`src/rtl/mopshub_elink_deframer.sv`:
```
// 2-bit elink receiver: hunts SOP, rebuilds the 76-bit frame word, checks the trailer and holds
// the word in a one-deep valid/ack buffer. Define ELINK_CHECKSUM_EN to add the checksum byte.
module mopshub_elink_deframer #(
    parameter logic [7:0] SOP_CHAR = 8'h3C,
    parameter logic [7:0] EOP_CHAR = 8'hDC
) (
    input  logic        clk,
    input  logic        rst,
    input  logic [1:0]  rx_elink2bit,
    output logic [75:0] data_out,
    output logic        data_valid,
    input  logic        data_ack,
    output logic        frame_err,
    output logic        overflow,
    output logic [15:0] frame_cnt,
    output logic [7:0]  err_cnt
);

    typedef enum logic [1:0] {StHunt, StData, StCsum, StEop} state_e;

    state_e      state_q;
    logic [7:0]  win_q;
    logic [1:0]  dib_cnt_q;
    logic [3:0]  byte_cnt_q;
    logic [75:0] shift_q;
    logic        byte_done;
`ifdef ELINK_CHECKSUM_EN
    logic [7:0]  csum_q;
`endif

    // The FSM inspects the registered window, so a byte is whole when its 4th dibit is in win_q.
    assign byte_done = (dib_cnt_q == 2'd3);

    function automatic logic [7:0] sat_inc(input logic [7:0] v);
        return (v == 8'hFF) ? v : v + 8'd1;
    endfunction

    always_ff @(posedge clk) begin
        if (!rst) begin
            state_q    <= StHunt;
            win_q      <= '0;
            dib_cnt_q  <= '0;
            byte_cnt_q <= '0;
            shift_q    <= '0;
            data_out   <= '0;
            data_valid <= 1'b0;
            frame_err  <= 1'b0;
            overflow   <= 1'b0;
            frame_cnt  <= '0;
            err_cnt    <= '0;
`ifdef ELINK_CHECKSUM_EN
            csum_q     <= '0;
`endif
        end else begin
            win_q     <= {win_q[5:0], rx_elink2bit};
            frame_err <= 1'b0;
            overflow  <= 1'b0;
            // A same-cycle load below overrides this clear.
            if (data_ack) data_valid <= 1'b0;

            unique case (state_q)
                StHunt: begin
                    if (win_q == SOP_CHAR) begin
                        state_q    <= StData;
                        dib_cnt_q  <= '0;
                        byte_cnt_q <= '0;
`ifdef ELINK_CHECKSUM_EN
                        csum_q     <= '0;
`endif
                    end
                end
                StData: begin
                    dib_cnt_q <= dib_cnt_q + 2'd1;
                    if (byte_done) begin
                        // 80 bits pass through a 76-bit shifter: byte 0's upper nibble falls off.
                        shift_q    <= {shift_q[67:0], win_q};
                        byte_cnt_q <= byte_cnt_q + 4'd1;
`ifdef ELINK_CHECKSUM_EN
                        csum_q     <= csum_q ^ win_q;
                        if (byte_cnt_q == 4'd9) state_q <= StCsum;
`else
                        if (byte_cnt_q == 4'd9) state_q <= StEop;
`endif
                    end
                end
`ifdef ELINK_CHECKSUM_EN
                StCsum: begin
                    dib_cnt_q <= dib_cnt_q + 2'd1;
                    if (byte_done) begin
                        if (win_q == csum_q) begin
                            state_q <= StEop;
                        end else begin
                            frame_err <= 1'b1;
                            err_cnt   <= sat_inc(err_cnt);
                            state_q   <= StHunt;
                        end
                    end
                end
`endif
                StEop: begin
                    dib_cnt_q <= dib_cnt_q + 2'd1;
                    if (byte_done) begin
                        state_q <= StHunt;
                        if (win_q != EOP_CHAR) begin
                            frame_err <= 1'b1;
                            err_cnt   <= sat_inc(err_cnt);
                        end else if (!data_valid || data_ack) begin
                            data_out   <= shift_q;
                            data_valid <= 1'b1;
                            frame_cnt  <= frame_cnt + 16'd1;
                        end else begin
                            overflow <= 1'b1;
                            err_cnt  <= sat_inc(err_cnt);
                        end
                    end
                end
                default: state_q <= StHunt;
            endcase
        end
    end

endmodule

```
`config.mk`:
```
export PLATFORM = sky130hd
export DESIGN_NAME = mopshub_elink_deframer
export DESIGN_NICKNAME = d
export VERILOG_FILES = /design/src/rtl/mopshub_elink_deframer.sv
export SDC_FILE = /design/constraint.sdc
export NUM_CORES = 1
export LEC_CHECK = 0
export CAP_MARGIN = 20
export CORE_MARGIN = 4
export CORE_UTILIZATION = 49
export CTS_CLUSTER_SIZE = 40
export DETAILED_ROUTE_END_ITERATION = 10
export PLACE_DENSITY_LB_ADDON = 0.3
export SYNTH_ARGS = -nofsm -noshare
export SYNTH_HDL_FRONTEND = slang
export SYNTH_SLANG_ARGS = --single-unit
export TNS_END_PERCENT = 30
```
`constraint.sdc`:
```
create_clock -name clk -period 1.6 [get_ports clk]
set_input_delay 0.32 -clock clk [delete_from_list [all_inputs] [get_ports clk]]
set_output_delay 0.32 -clock clk [all_outputs]
set_load 0.01 [all_outputs]
```
## After elaboration in Yosys (flattened, before gate mapping)

Cells that the tools add are included.

| cells by class | value |
|---|---|
| equality and inequality tests | 12 |
| reduce and logical (&&, ||, !) cells | 14 |
| bitwise gates (word level) | 4 |
| mux-type cells | 20 |
| add/sub/neg operators | 4 |

Operators with widths:

| operator | count |
|---|---|
| 8-bit two-way mux | 3 |
| 16-bit by 1-bit adder with 16-bit output (second input constant) | 1 |
| 2-bit two-way mux | 5 |
| 2-bit != test (second input constant) | 5 |
| 3-bit AND reduction | 3 |
| 8-bit by 1-bit adder with 8-bit output (second input constant) | 1 |
| 8-bit by 6-bit == test with 1-bit output (second input constant) | 1 |
| 8-bit == test (second input constant) | 1 |
| 4-bit two-way mux | 2 |
| 8-bit != test (second input constant) | 1 |
| 4-bit one-hot mux with 2 select lines | 1 |
| 4-bit AND reduction | 2 |
| 1-bit two-way mux | 7 |
| 2-bit one-hot mux with 3 select lines | 1 |
| 4-bit by 1-bit adder with 4-bit output (second input constant) | 1 |
| 2-bit == test (second input constant) | 2 |
| 4-bit == test (second input constant) | 1 |
| 1-bit inverter | 4 |
| 2-bit one-hot mux with 2 select lines | 1 |
| 2-bit AND reduction | 2 |
| 2-bit nonzero test | 2 |
| 4-bit OR reduction | 1 |
| 2-bit by 1-bit adder with 2-bit output (second input constant) | 1 |
| 2-bit by 1-bit == test with 1-bit output (second input constant) | 1 |
| other kinds (4) | 4 |

| word-level totals | value |
|---|---|
| output and inout bits | 103 |
| word-level logic and storage cells | 65 |
| input port bits | 5 |
| register bits | 195 |

## Depth between registers and ports, before layout

Gate-level depths: netlist of run 1.

| depth | value |
|---|---|
| word-level depth | 6 |
| gate-level depth with buffers | 8 |

## Worst setup path after synthesis of run 1

Ideal clock, no wire load.

| path | value |
|---|---|
| kind | reg-to-reg |
| from | register dib_cnt_q[0] |
| to | register frame_cnt[12] |
| cell stages (with the launch flop) | 7 |
| path buffers | 1 |
| clock period less this slack | 1.738 ns |
| arrival time | 1.668 ns |
| required time | 1.530 ns |
| setup slack | -0.138 ns |
| cells stage by stage | dfxtp_1 -> ha_1 -> and3_2 -> nand4_2 -> buf_2 -> or4_1 -> a21oi_1 |

| on the way | value |
|---|---|
| word-level cells in the longest chain between the ends | 2 |

RTL lines:

| element | RTL line | RTL |
|---|---|---|
| start, declared | 23 | `logic [1:0] dib_cnt_q;` |
| start signal, assigned | 73 | `dib_cnt_q <= dib_cnt_q + 2'd1;` |
| start signal, assigned | 101 | `dib_cnt_q <= dib_cnt_q + 2'd1;` |
| 2-bit == test | 32 | `assign byte_done = (dib_cnt_q == 2'd3);` |
| 4-bit AND reduction (no line) | -- |  |
| end signal, assigned | 110 | `frame_cnt <= frame_cnt + 16'd1;` |
| end, declared | 15 | `output logic [15:0] frame_cnt,` |

Every way passes these cells.
A chain may end at the register's enable or synchronous reset.

## Final worst setup path of run 1

| path | value |
|---|---|
| from | register dib_cnt_q[1] |
| to | register frame_cnt[1] |

Same word-level chain as after synthesis.

==> run summary, run 1 <==
status: complete, but fails checks
failing checks: setup timing
unrepaired setup endpoints after global routing: true
area share of the largest cell type after synthesis: 52.6%
antenna violations before repair: 0
cell accounting for the most synthesized area: sky130_fd_sc_hd__dfxtp_1
aggregate negative setup slack: -13.67 ns
Worst Clk Skew: 0.0143 ns
final non-filler cell total: 1,264
maximum number of pins on one net before global-route repair: 44
clock latency on the worst-skew pair: 0.44 ns
final period demand of the worst path: 1.90 ns
leakage power of the design: 4.12 nW
maximum root-to-sink buffer count: 2
count leader, synth: sky130_fd_sc_hd__dfxtp_1
Psw: 2.05 mW
portion of the post-synthesis area used by sequential elements: 52.6%
first-pass iteration count of the detailed router: 6
gate family responsible for the most delay along the worst path: simple AND/OR/NAND/NOR gates
data arrival time of the critical path: 2.26 ns
total die area: 17,200 um2
Pwr per Cell Area: 846 nW/um2
max-cap violations: 0
wire length of the first global-routing pass: 36,600 um
number of buffer cells added on primary ports: 107
vias in the first global route: 7,046
Yosys warning total: 0
wire length per cell after detailed routing: 19.5 um
post-synthesis instance area: 7420 um2
clock network fraction of design power: 45.5%
most used flip-flop cell after synthesis: sky130_fd_sc_hd__dfxtp_1
Final Worst Setup Slack: -0.296 ns
clk sinks: 195
FFs w/ async S/R, synth: 0%
kind of critical path: reg2reg
GRT Util Overall: 27.1%
routed vias: 7,722
share of post-route cells with drive strength above 1: 24.1%
total congestion overflow: 0
number of pins exceeding their max-slew limit in the final report: 0
quantity of hold-fixing buffers added after cts: 0
Final setup violation count: 94
clock transition at the register clock pins on the worst setup and hold paths after CTS: 0.08 ns
DRC: 0
die extent in x: 131 um
Final Hold Viols: 0
sequential cell area: 3930 um2
switching part of the total power: 22.2%
distinct cell type count after synthesis: 37
combined area of the multi-input logic cells: 3750 um2
antenna diode count: 0
buffers plus inverters on the worst setup path: 3
Num CTS Buffers: 17
gpl congestion: 0.856
setup slack on the worst flop-to-flop path: -0.30 ns
top cell types by occurrence after synthesis: 195 x sky130_fd_sc_hd__dfxtp_1, 179 x sky130_fd_sc_hd__a21oi_1, 171 x sky130_fd_sc_hd__nand2_1, 94 x sky130_fd_sc_hd__nand3_1, 84 x sky130_fd_sc_hd__o21ai_0
Setup crit start kind: flip-flop
cell row count: 44
total of fill cells in the finished design: 1,009
final core utilization: 74.2%
#FFs+latches synth: 195
worst rel slew slack: 69.9%
htree depth: 4
WP data required: 1.96 ns
Post-synth EDFFs: 0
clock tree from TritonCTS: built
HPWL after detailed placement: 12,100 um
Hold/Removal Path Class: reg2reg
number of nets produced by synthesis: 918
highest achievable clock rate: 0.527 GHz
boundary pin count: 108
Int Power: 7.19 mW
maximum net fanout on the critical path: 9
proportion of power drawn by combinational gates: 1.9%
slowest cell on the critical path: sky130_fd_sc_hd__dfxtp_2
CTS Root Buffer Type: sky130_fd_sc_hd__clkbuf_16
register share of total power: 52.6%
core box area: 14,700 um2
via density per instance: 6.11
Antenna Violating Nets Remaining: 0
peak per-stage delay on the critical path: 0.35 ns
largest cells by area after synthesis: sky130_fd_sc_hd__dfxtp_1 53%, sky130_fd_sc_hd__a21oi_1 12%, sky130_fd_sc_hd__nand2_1 8.7%
share of the clock period used by the worst path: 119%
CP Capture Type: flip-flop
worst hold slack: 0.461 ns
cell count after synthesis: 908
number of nets at the end of the flow: 1,077
Area growth, synth to finish: 47.2%
Post-Syn Area per Cell: 8.17 um2
Crit path top cell by count: sky130_fd_sc_hd__buf_6
Initial Util: 50.5%
Die Y: 131 um
Cell Chain, Critical Path: ha_4, and3_4, buf_6, and4_4, buf_6, clkbuf_16, nand3_1, a21oi_1
Worst-Margin Slew: 0.451 ns
worst IR drop on VDD: 0.000757 V
drt initial violations: 846
total power of the final layout: 9.24 mW
total routed wirelength: 24,700 um
Post-Place Cells: 1,189
==> cell type report <==
type                            instances  area share [%]
Tap cell                              184            2.11
Inverter                                6           0.229
Clock buffer                           20            4.28
Timing Repair Buffer                  216            22.0
Multi-Input combinational cell        631            34.4
Clock inverter                         12           0.963
Sequential cell                       195            36.0
==> path summary, 6_finish.rpt <==
kind	start	to	depth (start not counted)
max	dib_cnt_q[1]	frame_cnt[1]	8
min reg2reg	data_out[0]	data_out[0]	2
max reg2reg	dib_cnt_q[1]	frame_cnt[1]	8
min	data_out[0]	data_out[0]	2
==> sequential cells by signal (all words and copies together), names as in the netlist <==
signal / flops
data_out: 76
data_valid: 1
overflow: 1
dib_cnt_q: 2
frame_cnt: 16
byte_cnt_q: 4
state_q: 2
err_cnt: 8
frame_err: 1
win_q: 8
shift_q: 76
==> worst min-delay path: stages, from the launching register on <==
cell and delay [ns]:
sky130_fd_sc_hd__dfxtp_1 0.32, sky130_fd_sc_hd__o21ai_2 0.05, sky130_fd_sc_hd__a21oi_1 0.05
==> cells in the final DEF (no fill, tap or decap), drive strengths merged, types with 24 or more instances in the layout <==
cell type,count
a21oi,179
buf,103
clkbuf,24
dfxtp,195
dlygate4sd2,102
nand2,171
nand3,94
o21ai,84
==> cell families after synthesis <==
kind of cell    Yosys count  share of synthesized area (%)
compound gates          283                           19.8
mux                       7                          0.962
flops                   195                           52.6
simple gates            332                           21.2
buf+inv                  86                           4.61
fa+ha+maj                 5                          0.844
==> per-stage QoR <==
stage          instance area (um2)  setup slack [ns]
2_1_floorplan                 7450           0.00324
3_3_place_gp                  9110            -0.485
3_5_place_dp                  9110            -0.529
4_1_cts                      10400            -0.176
5_1_grt                      10900            -0.341
6_report                     10900            -0.296
==> routing by layer <==
layer | track usage [%] | wire length (um) | vias up
li1 | - | - | 3527
met3 | 5.41 | 2030 | 52
met1 | 37.6 | 10400 | 3720
met2 | 42.1 | 11700 | 423
met5 | 0 | 0 | -
met4 | 9.74 | 601 | 0
==> repair_timing <==
item / in CTS / in global routing
buffers inserted: 18 / 6
resized for setup: 187 / 116
setup endpoints to repair: 203 / 135
endpoints found under the hold margin: 0 / 0
pin swaps: 34 / 25
gates cloned: 17 / 4
==> power by group through the flow <==
stage	combinational, mW	sequential, mW	clock, mW
2_1_floorplan	0.0777	4.97	0
3_3_place_gp	0.147	4.97	0
3_5_place_dp	0.146	4.97	0
4_1_cts	0.157	4.86	4.17
5_1_grt	0.181	4.86	4.41
6_report	0.171	4.86	4.20
(Power assumes the default switching activity.)
==> inputs of run 2 (changes only) <==
Settings changed: CAP_MARGIN 20 to 15, PLACE_DENSITY from default to 0.74, PLACE_DENSITY_LB_ADDON 0.3 to default.
==> run 2 against run 1 <==
The run still ends with setup timing left; die area unchanged; critical endpoint is now data_out[58]; clock-buffer cell count rose by 6; via count decreased by 4.4%; largest cell class unchanged; largest power group unchanged; sequential share of layout area grew 1.9 points.
==> run summary, run 2 (synthesis gave the netlist of run 1 again) <==
CP Capture Type: flip-flop
DRC: 0
Num CTS Buffers: 17
Int Power: 7.36 mW
number of pins exceeding their max-slew limit in the final report: 0
Worst-Margin Slew: 0.611 ns
gpl congestion: 0.852
number of buffer cells added on primary ports: 107
wire length per cell after detailed routing: 17.7 um
routed vias: 7,384
gate family responsible for the most delay along the worst path: simple AND/OR/NAND/NOR gates
worst hold slack: 0.455 ns
maximum root-to-sink buffer count: 2
maximum number of pins on one net before global-route repair: 49
wire length of the first global-routing pass: 33,500 um
slowest cell on the critical path: sky130_fd_sc_hd__dfxtp_2
antenna diode count: 0
core box area: 14,700 um2
WP data required: 1.96 ns
worst rel slew slack: 59.3%
Final setup violation count: 97
Area growth, synth to finish: 39.5%
first-pass iteration count of the detailed router: 8
share of post-route cells with drive strength above 1: 19.2%
register share of total power: 52.3%
Die Y: 131 um
Hold/Removal Path Class: reg2reg
max-cap violations: 0
final period demand of the worst path: 1.79 ns
clock network fraction of design power: 45.9%
total of fill cells in the finished design: 1,146
Cell Chain, Critical Path: ha_4, and3_4, buf_6, and4_4, buf_4, buf_16, nand3_1, a21oi_1
clock tree from TritonCTS: built
maximum net fanout on the critical path: 10
most common library cell in the layout ignoring fill and taps: sky130_fd_sc_hd__dfxtp_1
unrepaired setup endpoints after global routing: true
worst IR drop on VDD: 0.000775 V
worst r2r src: dib_cnt_q[1]
vias in the first global route: 6,788
launch point of the worst path: dib_cnt_q[1]
clock latency on the worst-skew pair: 0.44 ns
drt initial violations: 810
die extent in x: 131 um
hold_sp: shift_q[74]
via density per instance: 5.94
Pwr per Cell Area: 899 nW/um2
Psw: 1.94 mW
failing checks: setup timing
proportion of power drawn by combinational gates: 1.8%
biggest regs: data_out: 76 flops, shift_q: 76 flops, frame_cnt: 16 flops
GRT Util Overall: 24.6%
peak per-stage delay on the critical path: 0.35 ns
boundary pin count: 108
total routed wirelength: 22,100 um
switching part of the total power: 20.8%
share of the clock period used by the worst path: 112%
leakage power of the design: 3.88 nW
highest achievable clock rate: 0.559 GHz
CTS Root Buffer Type: sky130_fd_sc_hd__clkbuf_16
total congestion overflow: 0
status: complete, but fails checks
cell row count: 44
clk sinks: 195
Final Worst Setup Slack: -0.189 ns
Initial Util: 50.5%
clock transition at the register clock pins on the worst setup and hold paths after CTS: 0.07 ns
HPWL after detailed placement: 12,100 um
Antenna Violating Nets Remaining: 0
commonest cells after routing, fill and taps aside: 182 x sky130_fd_sc_hd__dfxtp_1, 171 x sky130_fd_sc_hd__nand2_1, 150 x sky130_fd_sc_hd__a21oi_1
antenna violations before repair: 0
data arrival time of the critical path: 2.15 ns
Setup crit start kind: flip-flop
number of nets at the end of the flow: 1,057
buffers plus inverters on the worst setup path: 3
Final Hold Viols: 0
kind of critical path: reg2reg
htree depth: 4
Worst Clk Skew: 0.00976 ns
total die area: 17,200 um2
aggregate negative setup slack: -12.15 ns
-- run 2: layout make-up --
type | count | area, um2 | area share [%]
clock inverter | 6 | 66.3 | 0.641
multi-input combinational | 629 | 3570 | 34.5
timing repair buffer | 198 | 2010 | 19.4
clock buffer | 26 | 529 | 5.12
inverter | 6 | 25.0 | 0.242
tap | 184 | 230 | 2.23
sequential | 195 | 3920 | 37.9
-- run 2: power groups by stage --
stage                     Clock, mW  Sequential (mW)  Combinational, mW
after floorplan                   0             4.97             0.0777
after global placement            0             4.97              0.151
after detailed placement          0             4.97              0.150
after CTS                      4.31             4.86              0.155
after global routing           4.51             4.86              0.179
final                          4.27             4.86              0.167
-- run 2: through the flow --
stage                     cell area (um2)  total power [mW]  utilization [%]  setup WS, ns  instances
after floorplan                      7450              5.05                -       0.00324        908
after global placement               8990              5.13             61.2        -0.481       1178
after detailed placement             8990              5.12             61.2        -0.490       1178
after CTS                            9910              9.32             67.4        -0.151       1231
after global routing                10300              9.55             70.4        -0.256       1244
final                               10300              9.30             70.4        -0.189       1244
-- run 2: worst min-delay path, delay by kind of cell, from the launching register on --
family | cells | cell delay (ns)
flops | 1 | 0.32
simple gates | 1 | 0.06
compound gates | 1 | 0.04
-- run 2: path summary, 6_finish.rpt --
path | endpoint | slack [ns] | depth (start not counted)
worst max-delay path | data_out[58] | -0.19 | 8
worst max register to register | data_out[58] | -0.19 | 8
worst min register to register | data_out[74] | 0.45 | 2
worst min-delay path | data_out[74] | 0.45 | 2
-- run 2: timing repair --
item,CTS,global route
pin swaps,17,24
hold buffers,0,0
buffers inserted,13,7
resized for setup,145,68
gates cloned,8,6
setup endpoints to repair,204,177
-- run 2: per-layer routing --
layer	GRT usage, %	part of all wire, %
met1	34.6	45
met2	36.9	46
met3	4.76	7.1
met5	0	0
met4	10.5	1.8
